$ cat src/rtl/clk_div_n.sv
// rtl/clk_div_n.sv - programmable integer clock divider with glitch-free ratio change
//
// Divides clk by a run-time ratio N (2..2^WIDTH-1). Each period is N enabled
// cycles: floor(N/2) cycles with clk_out low, then the remainder with clk_out high.
// A newly loaded ratio is held pending and only swapped in at a period boundary,
// so clk_out never produces a runt pulse.
//
// Ports:
//   clk        - single clock, all state updates on its rising edge
//   rst        - synchronous active-high reset
//   en         - count enable; 0 freezes all counting state
//   div_in     - requested divide ratio N (0 and 1 are clamped to 2)
//   div_load   - one-cycle strobe that captures div_in
//   clk_out    - divided clock (registered)
//   tick       - one-cycle pulse on the last cycle of each period (registered)
//   count      - position within the current period, 0..N-1
//   div_active - ratio currently in use
//   load_pend  - a loaded ratio is waiting for the period boundary
module clk_div_n #(
  parameter int WIDTH       = 8,
  parameter int DEFAULT_DIV = 2
) (
  input  logic             clk,
  input  logic             rst,
  input  logic             en,
  input  logic [WIDTH-1:0] div_in,
  input  logic             div_load,
  output logic             clk_out,
  output logic             tick,
  output logic [WIDTH-1:0] count,
  output logic [WIDTH-1:0] div_active,
  output logic             load_pend
);

  logic [WIDTH-1:0] count_q, count_d;
  logic [WIDTH-1:0] div_active_q, div_active_d;
  logic [WIDTH-1:0] pend_q, pend_d;
  logic             load_pend_q, load_pend_d;
  logic             clk_out_q, clk_out_d;
  logic             tick_q, tick_d;

  logic [WIDTH-1:0] div_clamped;
  logic             wrap;

  assign div_clamped = (div_in < WIDTH'(2)) ? WIDTH'(2) : div_in;
  // Last cycle of the period being advanced past; count never exceeds N-1,
  // so with N <= 2^WIDTH-1 the increment below cannot overflow.
  assign wrap        = en && (count_q == div_active_q - WIDTH'(1));

  always_comb begin
    count_d      = count_q;
    div_active_d = div_active_q;
    pend_d       = pend_q;
    load_pend_d  = load_pend_q;

    if (wrap) begin
      count_d     = '0;
      load_pend_d = 1'b0;
      if (div_load) begin
        // A load landing on the boundary goes straight into the next period.
        div_active_d = div_clamped;
        pend_d       = div_clamped;
      end else if (load_pend_q) begin
        div_active_d = pend_q;
      end
    end else begin
      if (en) begin
        count_d = count_q + WIDTH'(1);
      end
      // Idle at the start of a period: nothing to protect, apply immediately.
      if (!en && (count_q == '0) && load_pend_q) begin
        div_active_d = pend_q;
        load_pend_d  = 1'b0;
      end
      if (div_load) begin
        pend_d      = div_clamped;
        load_pend_d = 1'b1;
      end
    end

    // Outputs are computed from next-state so the registers line up with count.
    clk_out_d = (count_d >= (div_active_d >> 1));
    tick_d    = en && (count_d == div_active_d - WIDTH'(1));
  end

  always_ff @(posedge clk) begin
    if (rst) begin
      count_q      <= '0;
      div_active_q <= WIDTH'(DEFAULT_DIV);
      pend_q       <= WIDTH'(DEFAULT_DIV);
      load_pend_q  <= 1'b0;
      clk_out_q    <= 1'b0;
      tick_q       <= 1'b0;
    end else begin
      count_q      <= count_d;
      div_active_q <= div_active_d;
      pend_q       <= pend_d;
      load_pend_q  <= load_pend_d;
      clk_out_q    <= clk_out_d;
      tick_q       <= tick_d;
    end
  end

  assign clk_out    = clk_out_q;
  assign tick       = tick_q;
  assign count      = count_q;
  assign div_active = div_active_q;
  assign load_pend  = load_pend_q;

endmodule

$ cat config.mk
export PLATFORM = sky130hd
export DESIGN_NAME = clk_div_n
export DESIGN_NICKNAME = d
export VERILOG_FILES = /design/src/rtl/clk_div_n.sv
export SDC_FILE = /design/constraint.sdc
export NUM_CORES = 1
export LEC_CHECK = 0
export ABC_AREA = 1
export ABC_CLOCK_PERIOD_IN_PS = 3000
export CELL_PAD_IN_SITES_DETAIL_PLACEMENT = 1
export CELL_PAD_IN_SITES_GLOBAL_PLACEMENT = 1
export CORE_MARGIN = 1
export CORE_UTILIZATION = 34
export DETAILED_ROUTE_END_ITERATION = 6
export HOLD_SLACK_MARGIN = 0.05
export PLACE_DENSITY_LB_ADDON = 0.1
export SLEW_MARGIN = 20
export SYNTH_ARGS = -nofsm -noshare
export SYNTH_HDL_FRONTEND = slang
export SYNTH_SLANG_ARGS = --single-unit
$ cat constraint.sdc
create_clock -name clk -period 3 [get_ports clk]
set_input_delay 0.6 -clock clk [delete_from_list [all_inputs] [get_ports clk]]
set_output_delay 0.6 -clock clk [all_outputs]
set_load 0.05 [all_outputs]
Yosys cells after proc, flatten, opt, wreduce, memory -nomap -nowiden
Index checks and enable logic that the tools add are counted.
{"block": "op_classes", "n_lt_le_gt_ge": 2, "eq_ne": 2, "addsub": 3, "reduce_logical": 8, "n_mux": 9}
{"cell": "8-bit 2-to-1 mux", "n": 7}
{"cell": "8-bit equality test", "n": 2}
{"cell": "8-bit by 1-bit subtractor with 8-bit output, second input constant", "n": 2}
{"cell": "8-bit by 1-bit adder with 8-bit output, second input constant", "n": 1}
{"cell": "8-bit by 7-bit >= comparator with 1-bit output", "n": 1}
{"cell": "8-bit logical NOT", "n": 1}
{"cell": "8-bit by 2-bit < comparator with 1-bit output, second input constant", "n": 1}
{"cell": "1-bit logical AND", "n": 4}
{"cell": "1-bit 2-to-1 mux", "n": 2}
{"cell": "2-bit nonzero test", "n": 1}
{"cell": "2-bit OR reduction", "n": 1}
{"cell": "1-bit logical NOT", "n": 1}
{"block": "totals", "out_inout_bits": 19, "inputBits": 12, "word_cells": 30, "regBits": 27}

Logic depth before layout (Yosys ltp)
{"block": "depth", "depth_word": 8, "mapped_depth": 23, "mapped_depth_nobuf": 23}

Least setup slack after synthesis
OpenSTA, ideal clock, no wires.
{"block": "synth_timing", "path_type": "flip-flop to flip-flop", "startpoint": "reg div_active_q[0] (netlist: div_active[0])", "endpoint": "reg clk_out_q (netlist: clk_out)", "setup_time_ps": 132, "setup_slack_ps": -223, "period_less_slack_ps": 3223, "stages_incl_launch_ff": 23, "n_path_buf": 1, "t_arrival_ps": 3090, "required_time_ps": 2868, "cell_sequence": "dfxtp_1 inv_2 ha_1 inv_1 nand2_1 nand2_1 nand2_1 nand2_1 nand2_1 nor2_4 nand3_4 buf_2 nand2_1 inv_1 ha_1 a21boi_0 o21a_1 o21ai_0 nand2_1 a21oi_1 o21bai_1 nand2_1 a21oi_1"}
{"block": "synth_via", "elab_chain_cells": 5, "elab_cells_between_ends": 6, "cone_classes": "add/sub: 1; order compare: 1; eq/ne: 1; mux: 2; reduce/logical: 1"}
{"item": "from (decl)", "line_no": "36", "text": "logic [WIDTH-1:0] div_active_q, div_active_d;"}
{"item": "from (signal assigned)", "line_no": "89", "text": "div_active_q <= WIDTH'(DEFAULT_DIV);"}
{"item": "from (signal assigned)", "line_no": "96", "text": "div_active_q <= div_active_d;"}
{"item": "8-bit by 1-bit subtractor with 8-bit output", "line_no": "48", "text": "assign wrap = en && (count_q == div_active_q - WIDTH'(1));"}
{"item": "8-bit equality test", "line_no": "48"}
{"item": "1-bit logical AND", "line_no": "48"}
{"item": "8-bit 2-to-1 mux", "line_no": "56", "text": "if (wrap) begin"}
{"item": "via count_d[1]", "line_no": "35", "text": "logic [WIDTH-1:0] count_q, count_d;"}
{"item": "8-bit by 7-bit >= comparator with 1-bit output", "line_no": "82", "text": "clk_out_d = (count_d >= (div_active_d >> 1));"}
{"item": "to (signal assigned)", "line_no": "99", "text": "clk_out_q <= clk_out_d;"}
{"item": "to (decl)", "line_no": "39", "text": "logic clk_out_q, clk_out_d;"}
The timed path passes the listed nets, and every way through them passes these cells.
A chain may end at the register's enable or synchronous reset.

Worst setup path after layout
{"block": "layout_timing", "startpoint": "in en", "endpoint": "reg clk_out_q (netlist: clk_out)"}
{"block": "layout_via", "elab_chain_cells": 6, "elab_cells_between_ends": 9, "cone_classes": "order compare: 1; mux: 4; reduce/logical: 4"}
{"item": "from (decl)", "line_no": "25", "text": "input logic en,"}
{"item": "1-bit logical NOT", "line_no": "71", "text": "if (!en && (count_q == '0) && load_pend_q) begin"}
{"item": "1-bit logical AND (2 in a row)", "line_no": "71"}
{"item": "8-bit 2-to-1 mux", "line_no": "71"}
{"item": "8-bit 2-to-1 mux", "line_no": "56"}
{"item": "8-bit by 7-bit >= comparator with 1-bit output (*)", "line_no": "82"}
Every way passes the cells marked *; elsewhere a longest branch is shown, timed or not.

==> results.sh <==
export IMPL_routabilityCongestion=0.838
export IMPL_grt_pass1_vias=2743
export IMPL_synth_top_family_by_area="simple AND/OR/NAND/NOR gates"
export IMPL_netlist_instances=381
export IMPL_gr_usage_all_layers=0.230
export IMPL_synthMuxAreaShare=0
export IMPL_fillers=884
export IMPL_synth_xor_area_share=0.0637
export IMPL_cpMostUsedCell="nand2_1"
export IMPL_drv_cap=0
export IMPL_end_kind="register"
export IMPL_core_um2=6420
export IMPL_fin_crit_sh=0.940
export IMPL_timing_hold_ws_ns=0.479
export IMPL_arrival_ns=2.99
export IMPL_slew_violations=0
export IMPL_grt_max_degree=25
export IMPL_ys_seq_area_frac=0.237
export IMPL_status="finished with violations"
export IMPL_synthAdderAreaFrac=0.0604
export IMPL_grt_pass1_wl_um=12800
export IMPL_dp_cells=517
export IMPL_ant_nets=0
export IMPL_syn_nets=404
export IMPL_fp_dieArea_um2=7030
export IMPL_synth_top_area_cell="dfxtp_1"
export IMPL_antenna_found_initial=0
export IMPL_ir_drop_v=0.000359
export IMPL_crit_path_max_fanout=5
export IMPL_async_reset_ff_frac=0
export IMPL_fin_nets=472
export IMPL_pin_count=31
export IMPL_drc=8
export IMPL_gr_total_overflow=0
export IMPL_synthTopCellsByArea="dfxtp_1 24%, nand2_1 19%, nor2_1 9.2%"
export IMPL_p_leak_nw=1.60
export IMPL_io_buffers=30
export IMPL_path_cells="clkdlybuf4s50_1, o21ai_1, nor2_2, nand2_2, nor2_4, nand3_4, buf_4, nand2_1, nand2_1, ha_1, a21boi_1, o21a_1, o21ai_1, nand2_1, a21oi_2, o21bai_1, nand2_1, a21oi_1"
export IMPL_fmax_mhz=355
export IMPL_synthFlopType="dfxtp_1"
export IMPL_hp_class="reg2reg"
export IMPL_hold_viol_final=0
export IMPL_drive_above_1_share=0.190
export IMPL_critPathKind="in2reg"
export IMPL_via_per_inst=4.94
export IMPL_dr_total_vias=2592
export IMPL_cts_buffer_depth=2
export IMPL_fp_dieW_um=83.8
export IMPL_synth_warnings=0
export IMPL_period_needed_ns=2.82
export IMPL_wl_um=7640
export IMPL_cpPeakStageDelay_ns=0.50
export IMPL_firstDrtPassIters=7
export IMPL_syn_area_per_cell_um2=5.98
export IMPL_synth_cell_type_count=32
export IMPL_wire_per_inst_um=14.6
export IMPL_initial_utilization=0.355
export IMPL_cts_tree="yes"
export IMPL_synth_compound_area_frac=0.114
export IMPL_final_cells=525
export IMPL_insertion_delay_ns=0.28
export IMPL_multiInputGateArea_um2=1560
export IMPL_cp_slowest_cell="clkdlybuf4s50_1"
export IMPL_holdBufCountCts=0
export IMPL_slew_headroom=0.668
export IMPL_num_antenna_cells=0
export IMPL_dp_hpwl_um=6250
export IMPL_die_y_um=83.8
export IMPL_area_delta_synth_final_pct=35.9
export IMPL_yosysTopAreaCellShare=0.237
export IMPL_worst_pin_slew_ns=0.496
export IMPL_numCtsBuffers=3
export IMPL_skew_ns=0.00668
export IMPL_setup_viol=0
export IMPL_powerDensity_nw_per_um2=764
export IMPL_synth_most_common_cell="nand2_1"
export IMPL_clk_pin_slew_ns=0.11
export IMPL_htreeDepth=1
export IMPL_synth_commonest_cells="117 x nand2_1, 56 x nor2_1, 50 x inv_1"
export IMPL_worstPathRequired_ns=3.17
export IMPL_ys_ff_latch=27
export IMPL_violations="design-rule violations"
export IMPL_critPathLaunchType="primary input"
export IMPL_synth_edf_count=0
export IMPL_num_rows=29
export IMPL_cts_root_buf="clkbuf_8"
export IMPL_ff_latch_area_um2=548
export IMPL_clock_sinks=27
export IMPL_drtIter0Drc=81
export IMPL_synth_area_um2=2280
export IMPL_yosys_area_share_simple=0.412
==> metrics by stage <==
stage | setup slack [ns] | utilization | TNS, ns | area [um2] | power (mW)
final | 0.181 | 0.482 | 0 | 3100 | 2.36
after CTS | 0.0669 | 0.464 | 0 | 2980 | 2.27
after global routing | -0.0296 | 0.482 | -0.0302 | 3100 | 2.59
after global placement | -0.119 | 0.456 | -0.196 | 2930 | 2.00
after floorplan | 0.0787 | - | 0 | 2280 | 1.49
after detailed placement | -0.180 | 0.456 | -0.306 | 2930 | 2.04
==> worst max-delay path: cells and delay by family <==
| family | cells | cell delay [ns] |
|---|---|---|
| buffers and inverters | 2 | 0.66 |
| AND/OR/NAND/NOR | 8 | 0.69 |
| adder cells (fa/ha/maj) | 1 | 0.27 |
| AO/OA/AOI/OAI | 7 | 0.78 |
==> what timing repair did <==
item	CTS	global route
resized for setup	0	25
buffers inserted	0	5
setup endpoints to repair	0	2
==> layer usage <==
metal	wire length (um)	track usage	vias to the layer above
met5	0	0	-
met4	46	0.0470	0
met3	104	0.0208	6
met2	3880	0.429	23
met1	3610	0.285	1238
li1	-	-	1325
==> power by group <==
group	internal (mW)	switching, mW
Sequential	0.417	0.0886
Combinational	0.665	0.969
Clock	0.0936	0.131
Total	1.17	1.19
==> logic make-up after synthesis <==
family | after synthesis
AO/OA/AOI/OAI | 46
XOR/XNOR | 12
adder cells (fa/ha/maj) | 11
buffers and inverters | 65
flip-flops | 27
AND/OR/NAND/NOR | 220
==> path summary, 6_finish.rpt <==
path,start,to,slack (ns),depth (start not counted)
worst max-delay path,en,clk_out$_SDFF_PP0_,0.18,18
worst min-delay path,pend_q[6]$_SDFFE_PP0P_,pend_q[6]$_SDFFE_PP0P_,0.48,2
worst max register to register,div_active[1]$_SDFF_PP1_,clk_out$_SDFF_PP0_,0.19,21
worst min register to register,pend_q[6]$_SDFFE_PP0P_,pend_q[6]$_SDFFE_PP0P_,0.48,2
==> sequential cells by signal (all words and copies together), names as in the netlist <==
signal      count
load_pend       1
pend_q          8
clk_out         1
count           8
tick            1
div_active      8
==> layout make-up <==
cell class / count / area share
clock buffers: 3 / 0.0133
clock inverters: 1 / 0.00162
inverters: 53 / 0.0659
multi-input cells: 289 / 0.504
flip-flops and latches: 27 / 0.177
well taps: 77 / 0.0311
repair buffers: 75 / 0.207
==> placed cells by master (no fill, tap or decap), types with 2 or more instances in the layout <==
master	count
ha_1	8
nor2_2	7
clkbuf_8	3
nand2_2	6
clkdlybuf4s50_1	30
nor3_1	2
xor2_1	7
o21ai_0	16
nand2_1	113
dfxtp_1	25
buf_4	44
nand4_1	10
inv_2	3
o21ai_2	2
nand3_1	23
a21oi_1	16
inv_1	48
dfxtp_4	2
nor2_1	51
ha_4	3
o21ai_1	6
inv_4	2
nor2_4	4
xnor2_1	2
Power figures use the tool's default switching activity.
